### src/rtl/uart_rx_fifo.sv
// Receive-side FIFO for a UART: circular buffer with occupancy count, registered read port
// and sticky overflow/underflow flags.
module uart_rx_fifo #(
  parameter int unsigned p_width      = 8,
  parameter int unsigned p_depth_log2 = 4,
  parameter int unsigned p_afull      = (2 ** p_depth_log2) - 2
) (
  input  logic                    i_clk,
  input  logic                    i_rst,
  input  logic [p_width-1:0]      i_wr_data,
  input  logic                    i_wr_en,
  output logic                    o_full,
  output logic                    o_almost_full,
  input  logic                    i_rd_en,
  output logic [p_width-1:0]      o_rd_data,
  output logic                    o_rd_valid,
  output logic                    o_empty,
  output logic [p_depth_log2:0]   o_count,
  output logic                    o_overflow,
  output logic                    o_underflow,
  input  logic                    i_clr_err
);

  localparam int unsigned Depth = 2 ** p_depth_log2;
  localparam int unsigned CntW  = p_depth_log2 + 1;
  localparam logic [CntW-1:0] CntFull  = CntW'(Depth);
  localparam logic [CntW-1:0] CntAfull = CntW'(p_afull);

  // Control state powers up equal to its reset value; storage is left uninitialised.
  logic [p_width-1:0]      mem_q [Depth];
  logic [p_depth_log2-1:0] wr_ptr_q = '0;
  logic [p_depth_log2-1:0] wr_ptr_d;
  logic [p_depth_log2-1:0] rd_ptr_q = '0;
  logic [p_depth_log2-1:0] rd_ptr_d;
  logic [CntW-1:0]         count_q = '0;
  logic [CntW-1:0]         count_d;
  logic [p_width-1:0]      rd_data_q = '0;
  logic [p_width-1:0]      rd_data_d;
  logic                    rd_valid_q = 1'b0;
  logic                    rd_valid_d;
  logic                    overflow_q = 1'b0;
  logic                    overflow_d;
  logic                    underflow_q = 1'b0;
  logic                    underflow_d;

  logic full;
  logic empty;
  logic wr_acc;
  logic rd_acc;

  // Status is a pure function of the registered count, never of this cycle's requests.
  assign full   = (count_q == CntFull);
  assign empty  = (count_q == '0);
  assign wr_acc = i_wr_en & ~full;
  assign rd_acc = i_rd_en & ~empty;

  always_comb begin
    wr_ptr_d    = wr_ptr_q;
    rd_ptr_d    = rd_ptr_q;
    count_d     = count_q;
    rd_data_d   = rd_data_q;
    rd_valid_d  = rd_acc;
    overflow_d  = (i_wr_en & full) | (overflow_q & ~i_clr_err);
    underflow_d = (i_rd_en & empty) | (underflow_q & ~i_clr_err);

    if (wr_acc) begin
      wr_ptr_d = wr_ptr_q + 1'b1;
    end
    if (rd_acc) begin
      rd_ptr_d  = rd_ptr_q + 1'b1;
      rd_data_d = mem_q[rd_ptr_q];
    end

    case ({wr_acc, rd_acc})
      2'b10:   count_d = count_q + 1'b1;
      2'b01:   count_d = count_q - 1'b1;
      default: count_d = count_q;
    endcase
  end

  always_ff @(posedge i_clk) begin
    if (i_rst) begin
      wr_ptr_q    <= '0;
      rd_ptr_q    <= '0;
      count_q     <= '0;
      rd_data_q   <= '0;
      rd_valid_q  <= 1'b0;
      overflow_q  <= 1'b0;
      underflow_q <= 1'b0;
    end else begin
      wr_ptr_q    <= wr_ptr_d;
      rd_ptr_q    <= rd_ptr_d;
      count_q     <= count_d;
      rd_data_q   <= rd_data_d;
      rd_valid_q  <= rd_valid_d;
      overflow_q  <= overflow_d;
      underflow_q <= underflow_d;
    end
  end

  always_ff @(posedge i_clk) begin
    if (!i_rst && wr_acc) begin
      mem_q[wr_ptr_q] <= i_wr_data;
    end
  end

  assign o_full        = full;
  assign o_empty       = empty;
  assign o_almost_full = (count_q >= CntAfull);
  assign o_count       = count_q;
  assign o_rd_data     = rd_data_q;
  assign o_rd_valid    = rd_valid_q;
  assign o_overflow    = overflow_q;
  assign o_underflow   = underflow_q;

endmodule

### config.mk
export PLATFORM = sky130hd
export DESIGN_NAME = uart_rx_fifo
export DESIGN_NICKNAME = d
export VERILOG_FILES = /design/src/rtl/uart_rx_fifo.sv
export SDC_FILE = /design/constraint.sdc
export NUM_CORES = 1
export LEC_CHECK = 0
export ABC_AREA = 1
export BUFFER_PORTS_ARGS = -buffer_cell sky130_fd_sc_hd__buf_4
export CORE_MARGIN = 5
export CORE_UTILIZATION = 50
export DETAILED_ROUTE_END_ITERATION = 8
export MAX_ROUTING_LAYER = met4
export PLACE_DENSITY = 0.77
export SLEW_MARGIN = 30
export SYNTH_ARGS = -nofsm -noshare
export SYNTH_HDL_FRONTEND = slang
export SYNTH_SLANG_ARGS = --single-unit
### constraint.sdc
create_clock -name i_clk -period 2.4 [get_ports i_clk]
set_clock_uncertainty 0.1 [all_clocks]
set_input_delay 0 -clock i_clk [delete_from_list [all_inputs] [get_ports i_clk]]
set_output_delay 0 -clock i_clk [all_outputs]
set_load 0.05 [all_outputs]
==> metrics list <==
- Final standard cell utilization of the core: 0.602
* Top-count cell post-synth: sky130_fd_sc_hd__nand2_1
- Largest area contributor in the netlist: sky130_fd_sc_hd__edfxtp_1
* Category of the worst setup path capture point: flop
- Number of global-route vias before repair: ~4,800
- After detailed routing, the total wire length is 15.0 mm.
* Die Height: around 130 um
- The routed design uses between 1 and 1.5 mm of met3 wire.
- Die Outline Area: between 15,000 and 20,000 um2
* Average cell area after synthesis: between 9 and 10 um2
* Crit-path max FO: 5
- Setup violations remaining at the end of the flow were counted as 0.
- Dividing the final minimum period by the clock period gives 0.931.
- RSZ-0062 raised after global routing: no
- Across the VDD grid, the largest voltage drop is ~0.54 mV.
- Total global routing track utilization: 0.206
- Summed over all nets, the half-perimeter wirelength after detailed placement is approximately 9.4 mm.
- The cell area that synthesis handed to floorplanning was about 6600 um2.
- Final #Nets: 754
* Portion of the post-synthesis area used by sequential elements: 0.651
* Count of yosys warnings during synthesis: 0
- Final hold violation count: 0
- Antenna Diode Count: 0
- Of the post-synthesis cell area, the dominant cell type holds 0.578.
- Yosys attributes the largest share of cell area to sky130_fd_sc_hd__edfxtp_1 (58%), sky130_fd_sc_hd__nand2_1 (12%), sky130_fd_sc_hd__dfxtp_1 (7.2%).
- Setup WS pre-CTS: -77.0 ps
- Fraction of power spent switching nets: 0.343
- Top FF cell, synth: sky130_fd_sc_hd__edfxtp_1
- The initial antenna violation count is 0.
* Iteration-0 DRC Markers: around 460
- The routed layout has around 4,800 vias.
- The highest layer touched by signal routing is met4.
- The final count of pins violating max slew is 0.
* Min Clock Period, post-route: roughly 2200 ps
- Clock-pin slew was measured on the worst setup and hold paths at about 60 ps.
- Post-detailed-route count of antenna-violating nets: 0
* Maximum number of pins on one net before global-route repair: 66
- After global routing the overflow that remains totals 0.
- Crit path required time: ~2600 ps
- First-pass GRT wire length: 24.1 mm
- Crit path launch type: flop
* Power per Cell Area: around 1100 nW/um2
- Max-cap violations in this run came to 0.
- Count of boundary I/O pins: 32
- TritonCTS buffer count: 17
* Max-slew headroom: 0.507
- Quantity of I/O buffers inserted on ports: 31
- Gate count after technology mapping: 677
* Number of remaining DRC errors: 0
- Final routed wire length divided by cell count: roughly 16 um
* Total placed cells including tap cells: approximately 870
- The share of total power dissipated in the clock network is 0.338.
- Switching power: 0.00295 W
* Count of unique library cells instantiated by Yosys: 23
- Counting flops with a built-in enable in the synthesized netlist gives 128.
- The area growth from synthesis to layout is 19.1%.
- Core region area: between 10,000 and 15,000 um2
* FP Rows: between 40 and 50
- CTS tree: done
* Buffer depth of the longest clock path: 2
- Clock latency on the worst-skew pair: approximately 420 ps
- Post-Syn Nets: 700
* Detailed Routing Iterations Pass 1: 6
* Relative contribution of sequential cells to total power: 0.365
* Run status: complete, no violations
- The die is roughly 130 um wide.
* CP Data Arrival Time: ~2500 ps
* Int Power: approximately 0.0056 W
- The critical path is of the reg2reg type.
- For the pin with the worst max-slew slack, the measured transition is approximately 740 ps.
* Asr flop ratio synth: 0
- The min-delay analysis places its worst path in the category in2reg.
* Highest attainable clock frequency: between 400 and 500 MHz
* Number of storage elements in the synthesis netlist: 152
- After detailed routing, the number of vias per cell comes to just over 5.
* Final Wtd Congestion: slightly below 1
* Starting density of the core: 0.506
* # clock sinks: 152
* Setup ws final: ~170 ps
- Static leakage: 3.41 nW
- Proportion of layout cells with a drive suffix above 1: 0.142
- Relative contribution of combinational cells to total power: 0.297
- Met2 wire length: between 7 and 8 mm
* Commonest cells in the synthesized netlist: sky130_fd_sc_hd__nand2_1 (219), sky130_fd_sc_hd__edfxtp_1 (128), sky130_fd_sc_hd__nand3_1 (96), sky130_fd_sc_hd__inv_1 (86), sky130_fd_sc_hd__nor2_1 (37)
- The count of cells in the finished layout, fillers not included, comes to between 900 and 1,000.
- After detailed routing, the wire length on met1 is 5.82 mm.
- H-Tree Level Count: 4
* Clock root buffer: sky130_fd_sc_hd__clkbuf_16
[what timing repair did]
item,in CTS,in global routing
hold buffers,14,0
cloned,0,0
resized for setup,1,4
endpoints found under the hold margin,151,0
buffers inserted,1,0
endpoints found under the setup margin,1,2
pin swaps,1,0
[final cells by class]
class | count | area [um2]
multi-input combinational | 399 | 1810
inverter | 95 | 357
timing repair buffer | 66 | 543
fill | 1054 | 5220
tap | 176 | 220
sequential | 152 | 4330
clock inverter | 15 | 225
clock buffer | 17 | 425
[worst max-delay path, stage by stage (launching register included)]
cell and delay [ps]:
sky130_fd_sc_hd__dfxtp_2 340, sky130_fd_sc_hd__nor2_2 140, sky130_fd_sc_hd__nand4_1 140, sky130_fd_sc_hd__nand2_2 110, sky130_fd_sc_hd__inv_2 50, sky130_fd_sc_hd__ha_4 180, sky130_fd_sc_hd__fa_2 360, sky130_fd_sc_hd__a21oi_1 160
sky130_fd_sc_hd__nor2_1 70, sky130_fd_sc_hd__nor2_1 120, sky130_fd_sc_hd__nand2_1 70, sky130_fd_sc_hd__nand2_1 80, sky130_fd_sc_hd__nand2_1 80, sky130_fd_sc_hd__a21oi_2 160
[through the flow]
step                      TNS [ps]  power [W]  cell area [um2]  hold slack [ps]
after global placement           0    0.00556             7100              164
after global routing             0    0.00900             7920              370
after detailed placement     -77.0    0.00564             7100              179
after floorplan                  0    0.00498             6650            -1.13
after CTS                        0    0.00857             7900              330
final                            0    0.00858             7920              365
[flip-flops by register name (all words and copies together), names as in the netlist]
register,count
o_count,5
o_underflow,1
rd_ptr_q,4
o_overflow,1
o_rd_data,8
mem_q,128
wr_ptr_q,4
o_rd_valid,1
[cells by family (layout without fill, tap and decap cells)]
group                    after synthesis  in the layout  share of synthesized area
AND/OR/NAND/NOR                      358            358                      0.223
flip-flops                           152            152                      0.651
buffers and inverters                126            193                     0.0796
AO/OA/AOI/OAI                         26             26                     0.0203
adder cells (fa/ha/maj)               10             10                     0.0200
XOR/XNOR                               5              5                    0.00659
[power groups by stage]
stage	clock (W)	sequential [W]	combinational (W)
floorplan	0	0.00351	0.00146
global placement	0	0.00317	0.00239
detailed placement	0	0.00318	0.00246
CTS	0.00292	0.00313	0.00252
global route	0.00305	0.00315	0.00279
finish	0.00290	0.00314	0.00255
[layer usage]
layer | vias to the layer above | track usage
li1 | 2300 | -
met1 | 2225 | 0.224
met2 | 212 | 0.353
met3 | 46 | 0.0661
met4 | 0 | 0.0753
met5 | - | -
[layout by cell type, fill, tap and decap left out]
cell and count:
sky130_fd_sc_hd__a21oi_1 15, sky130_fd_sc_hd__a21oi_2 1, sky130_fd_sc_hd__buf_12 1, sky130_fd_sc_hd__buf_4 51, sky130_fd_sc_hd__bufinv_16 5, sky130_fd_sc_hd__clkbuf_16 17
sky130_fd_sc_hd__clkinv_2 3, sky130_fd_sc_hd__clkinv_4 2, sky130_fd_sc_hd__clkinvlp_4 3, sky130_fd_sc_hd__dfxtp_1 18, sky130_fd_sc_hd__dfxtp_2 6, sky130_fd_sc_hd__dlygate4sd3_1 14
sky130_fd_sc_hd__edfxtp_1 128, sky130_fd_sc_hd__fa_2 1, sky130_fd_sc_hd__ha_1 8, sky130_fd_sc_hd__ha_4 1, sky130_fd_sc_hd__inv_1 86, sky130_fd_sc_hd__inv_2 9
sky130_fd_sc_hd__inv_6 1, sky130_fd_sc_hd__inv_8 1, sky130_fd_sc_hd__nand2_1 219, sky130_fd_sc_hd__nand2_2 3, sky130_fd_sc_hd__nand3_1 96, sky130_fd_sc_hd__nand4_1 2
sky130_fd_sc_hd__nor2_1 36, sky130_fd_sc_hd__nor2_2 1, sky130_fd_sc_hd__nor3b_1 1, sky130_fd_sc_hd__o21ai_0 5, sky130_fd_sc_hd__o21ai_1 3, sky130_fd_sc_hd__o21bai_1 1
sky130_fd_sc_hd__o31ai_1 1, sky130_fd_sc_hd__xor2_1 5
[final timing paths]
kind | from | to | slack [ps] | depth (start not counted)
setup / recovery | o_count[2] | o_count[4] | 170 | 13
hold / removal | i_wr_data[1] | mem_q[13][1] | 370 | 2
setup reg to reg | o_count[2] | o_count[4] | 170 | 13
hold reg to reg | wr_ptr_q[3] | wr_ptr_q[3] | 420 | 2
No activity file was read; power rests on OpenSTA's default activity.
